<file path="config.mk">
export PLATFORM = sky130hd
export DESIGN_NAME = hpdcache_wrrarb
export DESIGN_NICKNAME = d
export VERILOG_FILES = /design/src/rtl/hpdcache_wrrarb.sv
export SDC_FILE = /design/constraint.sdc
export NUM_CORES = 1
export LEC_CHECK = 0
export ABC_CLOCK_PERIOD_IN_PS = 3100
export CAP_MARGIN = 20
export CORE_ASPECT_RATIO = 0.9
export CORE_MARGIN = 2
export CORE_UTILIZATION = 40
export DETAILED_ROUTE_END_ITERATION = 10
export PLACE_DENSITY = 0.75
export RECOVER_POWER = 100
export SYNTH_ARGS = -nofsm -noshare
export SYNTH_HDL_FRONTEND = slang
export SYNTH_SLANG_ARGS = --single-unit
</file>
<file path="constraint.sdc">
create_clock -name clk_i -period 3.1 [get_ports clk_i]
set_clock_uncertainty 0.05 [all_clocks]
set_input_delay 0.62 -clock clk_i [delete_from_list [all_inputs] [get_ports clk_i]]
set_output_delay 0.62 -clock clk_i [all_outputs]
set_load 0.1 [all_outputs]
</file>
<file path="src/rtl/hpdcache_wrrarb.sv">
`default_nettype none
// +----------------------------------------------------------------------------+
// | Module      : hpdcache_wrrarb                                              |
// | Description : N-way arbiter, fixed-priority or weighted round-robin mode,  |
// |               grant held until accepted. Optional starvation guard is      |
// |               compiled in with HPDCACHE_ARB_STARVE_GUARD_EN.               |
// | Revision    : 1.0                                                          |
// +----------------------------------------------------------------------------+
module hpdcache_wrrarb #(
  parameter int unsigned N          = 4,
  parameter int unsigned W          = 2,
  parameter int unsigned STARVE_MAX = 15
) (
  input  logic                                   clk_i,
  input  logic                                   rst_i,
  input  logic [N-1:0]                           req_i,
  input  logic                                   mode_i,
  input  logic [N*W-1:0]                         weight_i,
  input  logic                                   ready_i,
  output logic [N-1:0]                           gnt_o,
  output logic [((N > 1) ? $clog2(N) : 1)-1:0]   gnt_id_o
);

  localparam int unsigned c_id_w = (N > 1) ? $clog2(N) : 1;

  logic              r_wait;
  logic [N-1:0]      r_gnt;
  logic [c_id_w-1:0] r_gnt_id;
  logic [c_id_w-1:0] r_ptr;
  logic [W-1:0]      r_cnt;

  logic [W-1:0]      w_weight [N];
  logic [N-1:0]      w_cand;
  logic              w_found;
  logic [c_id_w-1:0] w_win;
  logic              w_accept;
  logic [c_id_w-1:0] w_next;
  logic [W-1:0]      w_wk;

  generate
    for (genvar g = 0; g < N; g++) begin : g_weight
      assign w_weight[g] = weight_i[g*W +: W];
    end
  endgenerate

  assign w_accept = (|gnt_o) && ready_i;

`ifdef HPDCACHE_ARB_STARVE_GUARD_EN
  localparam int unsigned c_age_w = $clog2(STARVE_MAX + 1);

  logic [N-1:0] w_urgent;

  generate
    for (genvar g = 0; g < N; g++) begin : g_age
      logic [c_age_w-1:0] r_age;

      assign w_urgent[g] = req_i[g] && (r_age == c_age_w'(STARVE_MAX));

      // Age saturates at STARVE_MAX; a dropped request or an accept restarts it
      always_ff @(posedge clk_i or posedge rst_i) begin
        if (rst_i) begin
          r_age <= '0;
        end else if (!req_i[g] || (w_accept && gnt_o[g])) begin
          r_age <= '0;
        end else if (r_age != c_age_w'(STARVE_MAX)) begin
          r_age <= r_age + 1'b1;
        end
      end
    end
  endgenerate

  assign w_cand = (|w_urgent) ? w_urgent : req_i;
`else
  assign w_cand = req_i;
`endif

  // Scan origin is 0 in fixed mode and r_ptr in WRR mode, wrapping at N
  always_comb begin : arb_scan
    logic [c_id_w:0] idx;
    w_found = 1'b0;
    w_win   = '0;
    idx     = '0;
    for (int i = 0; i < N; i++) begin
      if (mode_i) begin
        idx = {1'b0, r_ptr} + (c_id_w+1)'(i);
        if (idx >= (c_id_w+1)'(N)) begin
          idx = idx - (c_id_w+1)'(N);
        end
      end else begin
        idx = (c_id_w+1)'(i);
      end
      if (!w_found && w_cand[idx[c_id_w-1:0]]) begin
        w_found = 1'b1;
        w_win   = idx[c_id_w-1:0];
      end
    end
  end

  always_comb begin
    gnt_o    = '0;
    gnt_id_o = '0;
    if (r_wait) begin
      gnt_o    = r_gnt;
      gnt_id_o = r_gnt_id;
    end else if (w_found) begin
      gnt_o    = {{(N-1){1'b0}}, 1'b1} << w_win;
      gnt_id_o = w_win;
    end
  end

  assign w_next = (gnt_id_o == c_id_w'(N-1)) ? '0 : gnt_id_o + 1'b1;
  assign w_wk   = w_weight[gnt_id_o];

  always_ff @(posedge clk_i or posedge rst_i) begin
    if (rst_i) begin
      r_wait   <= 1'b0;
      r_gnt    <= '0;
      r_gnt_id <= '0;
    end else if ((|gnt_o) && !ready_i) begin
      r_wait   <= 1'b1;
      r_gnt    <= gnt_o;
      r_gnt_id <= gnt_id_o;
    end else if (w_accept) begin
      r_wait   <= 1'b0;
    end
  end

  // Weighted round-robin bookkeeping; fixed mode leaves pointer and credit alone
  always_ff @(posedge clk_i or posedge rst_i) begin
    if (rst_i) begin
      r_ptr <= '0;
      r_cnt <= '0;
    end else if (w_accept && mode_i) begin
      if (gnt_id_o == r_ptr) begin
        if (r_cnt >= w_wk) begin
          r_ptr <= w_next;
          r_cnt <= '0;
        end else begin
          r_cnt <= r_cnt + 1'b1;
        end
      end else if (w_wk == '0) begin
        r_ptr <= w_next;
        r_cnt <= '0;
      end else begin
        r_ptr <= gnt_id_o;
        r_cnt <= W'(1);
      end
    end
  end

  a_gnt_onehot0 : assert property (@(posedge clk_i) disable iff (rst_i)
    $onehot0(gnt_o));

  a_gnt_hold : assert property (@(posedge clk_i) disable iff (rst_i)
    (r_wait && !ready_i) |=> $stable(gnt_o));

endmodule
`default_nettype wire

</file>
==> impl_metrics.py <==
metrics = {
    "status": {
        "status": "complete, but fails checks",
        "violations": "negative setup slack",
    },
    "floorplan": {
        "coreArea_sq_um": 3303,
        "rows": 20,
        "die_area_sq_um": 3883,
        "die_x_um": 65.47,
        "ios": 22,
        "die_y_um": 59.32,
        "start_util_pct": 41.17,
    },
    "place": {
        "numPortBuffers": 21,
        "gp_congestion": 0.8552,
        "place_hpwl_mm": 3.122,
        "place_area_sq_um": 1888,
    },
    "logic_synthesis": {
        "synth_ff_type": "dfrtp_1",
        "synth_nets": 174,
        "yosysTopAreaCell": "dfrtp_1",
        "synth-seq-cells": 11,
        "synth_edf_count": 0,
        "ys_seq_area_share_pct": 20.24,
        "synth-async-reset-ratio_pct": 100.0,
        "avgSynthCellArea_sq_um": 8.718,
        "synth_top_area_share_pct": 20.24,
        "syn_area_sq_um": 1360,
        "synth_area_leaders": "dfrtp_1 (20%), mux2_2 (5.0%), mux2i_1 (4.4%)",
        "syn_inst": 156,
        "ys_warn_count": 0,
        "synth.distinct_cells": 64,
    },
    "timing": {
        "layout_setup_ws_ns": -0.05786,
        "setup_viol": 2,
        "hold_ws_ns": 0.4559,
        "timing.final.crit_share_pct": 101.9,
        "period_needed_ns": 3.158,
        "fmaxAchievable_ghz": 0.3167,
        "rsz0062_at_grt": "yes",
        "drv_slew": 0,
        "max_slew_margin_pct": 66.99,
        "hold_viol": 0,
        "worst_pin_slew_ns": 0.4952,
    },
    "global_routing": {
        "grt-ovfl-total": 0,
        "grt_pass1_vias": 1594,
        "grt_antenna_before_repair": 0,
        "grt_usage_pct": 23.81,
        "grt_max_degree": 14,
        "grt_pass1_wl_mm": 7.245,
    },
    "worst_hold_path": {
        "holdPathEnd": "r_gnt_id[0]$_DFFE_PP0P_",
        "holdPathStages": 1,
        "hold_path_class": "register to register",
        "min_from": "r_gnt_id[0]$_DFFE_PP0P_",
    },
    "detailed_routing": {
        "dr.pass1.iters": 4,
        "via_count": 1614,
        "avgRoutedWirePerCell_um": 17.73,
        "wl_mm": 4.680,
        "routed_via_density": 6.114,
        "antenna_left": 0,
        "drc": 0,
        "drt_iter0_drc": 104,
    },
    "cells_and_area": {
        "fin_area_sq_um": 2225,
        "finish.utilization_pct": 67.35,
        "final_common_cell": "buf_4",
        "synthToLayoutAreaGrowth_pct": 63.57,
        "final_nets": 239,
        "drive_gt1_share_pct": 50.00,
        "final_cell_mix": "buf_4 (40), nand2_1 (13), nor2_1 (10), clkdlybuf4s50_1 (9), dfrtp_1 (9)",
        "antenna_cells": 0,
    },
    "critical_path": {
        "crit_slowest_cell": "a222oi_1",
        "r2r_slack_ns": -0.03,
        "slowest_delay_ns": 0.47,
        "r2r_start": "r_ptr[0]$_DFFE_PP0P_",
        "crit_type": "input port to register",
        "crit_path_end_kind": "register",
        "worstRegToRegCells": 12,
        "cp-start-kind": "input port",
        "cp_cell_sequence": "buf_2, buf_4, nor2_1, a21oi_2, a31o_4, a222oi_1, mux2i_2, ha_1, nand2b_4, a21oi_4, nand3_4, o31ai_4, a22o_1",
        "worstPathArrival_ns": 3.29,
        "cp.required_ns": 3.23,
        "worstPathMaxFanout": 5,
        "reg2reg_to": "r_cnt[1]$_DFFE_PP0P_",
    },
    "clocking": {
        "cts_made_buffers": 3,
        "cts_root_buffer": "clkbuf_8",
        "clockBufferDepth": 2,
        "cts_tree": "done",
        "numClockSinks": 11,
        "cts_hold_buf": 0,
        "clk_pin_slew_ns": 0.06,
        "clock_latency_ns": 0.24,
        "htreeDepth": 1,
    },
    "power_and_ir_drop": {
        "power.density_nw_per_um2": 1306,
        "p_leak_nw": 0.9172,
        "pwr-share-clk_pct": 5.1,
        "p_seq_share_pct": 10.7,
        "pwr-share-comb_pct": 84.2,
        "p_int_mw": 1.437,
        "p_switching_mw": 1.468,
        "p_total_mw": 2.905,
        "switching_share_pct": 50.53,
        "ir_drop_v": 0.0007889,
    },
    "flow_run": {
        "drv_cap": 0,
    },
}
[layer usage]
layer	GRT usage (%)	wire length, um	up-vias
li1	-	-	742
met1	27.29	1801	788
met2	45.34	2511	69
met3	4.373	275	15
met4	6.548	91	0
met5	0	0	-
[synth_stat cells (3+ instances only)]
cell,count
nand2_1,14
dfrtp_1,11
a21oi_1,10
nor2_1,10
o21ai_0,8
inv_1,7
mux2_2,6
mux2i_1,6
a222oi_1,4
a32oi_1,3
buf_4,3
clkbuf_8,3
nand2b_1,3
nand3_1,3
o221ai_1,3
[layout make-up]
type / count / area (sq um)
multi-input combinational: 125 / 1146
clock buffer: 3 / 41.29
tap: 44 / 55.05
sequential: 11 / 277.8
inverter: 8 / 32.53
clock inverter: 1 / 5.005
timing repair buffer: 72 / 666.9
fill: 258 / 1079
[critical path, delay by kind of cell]
| family | cells | cell delay (ns) |
|---|---|---|
| simple gates | 3 | 0.42 |
| mux | 1 | 0.14 |
| fa+ha+maj | 1 | 0.32 |
| buf+inv | 2 | 0.29 |
| compound gates | 6 | 1.50 |
[metrics by stage]
stage          TNS (ns)  worst slack (ns)  cells
2_1_floorplan   -0.8076           -0.2221    156
3_3_place_gp     -4.090           -0.5654    243
3_5_place_dp     -5.163           -0.8211    243
4_1_cts               0          0.004341    254
5_1_grt         -0.3455           -0.1210    264
6_report        -0.1099          -0.05786    264
[sequential cells by signal, indices dropped and copies added (netlist names)]
| name | flops |
|---|---|
| r_gnt_id | 2 |
| r_ptr | 2 |
| r_gnt | 4 |
| r_cnt | 2 |
| r_wait | 1 |
[how the worst max path moves through the flow]
stage              from              endpoint  slack, ns  depth (start not counted)
2_1_floorplan  req_i[0]  r_cnt[0]$_DFFE_PP0P_      -0.22                         13
3_3_place_gp   req_i[1]  r_cnt[0]$_DFFE_PP0P_      -0.57                         13
3_5_place_dp   req_i[1]  r_cnt[0]$_DFFE_PP0P_      -0.82                         13
4_1_cts          mode_i  r_cnt[1]$_DFFE_PP0P_      0.004                         13
5_1_grt          mode_i  r_cnt[1]$_DFFE_PP0P_      -0.12                         13
6_report       req_i[0]  r_cnt[1]$_DFFE_PP0P_      -0.06                         13
[cells by family after synthesis]
group	count (synthesis)	synth area share, %
adders and majority gates	2	1.840
buffers and inverters	20	10.21
xor gates and xnor gates	3	1.932
AOI/OAI and AO/OA	59	35.14
and+or+nand+nor	49	21.25
DFF	11	20.24
muxes	12	9.383
[power by group through the flow]
stage	Combinational, mW	Clock, mW	Sequential [mW]
5_1_grt	2.58	0.160	0.318
2_1_floorplan	1.42	0	0.253
3_3_place_gp	1.94	0	0.312
4_1_cts	2.20	0.151	0.320
6_report	2.45	0.150	0.310
3_5_place_dp	2.00	0	0.316
[timing repair]
action | in CTS | in global routing
buffers inserted | 7 | 10
pin swaps | 18 | 18
setup endpoints to repair | 9 | 9
gates resized for setup | 39 | 18
Note: power is estimated with default switching activity, not from simulation.
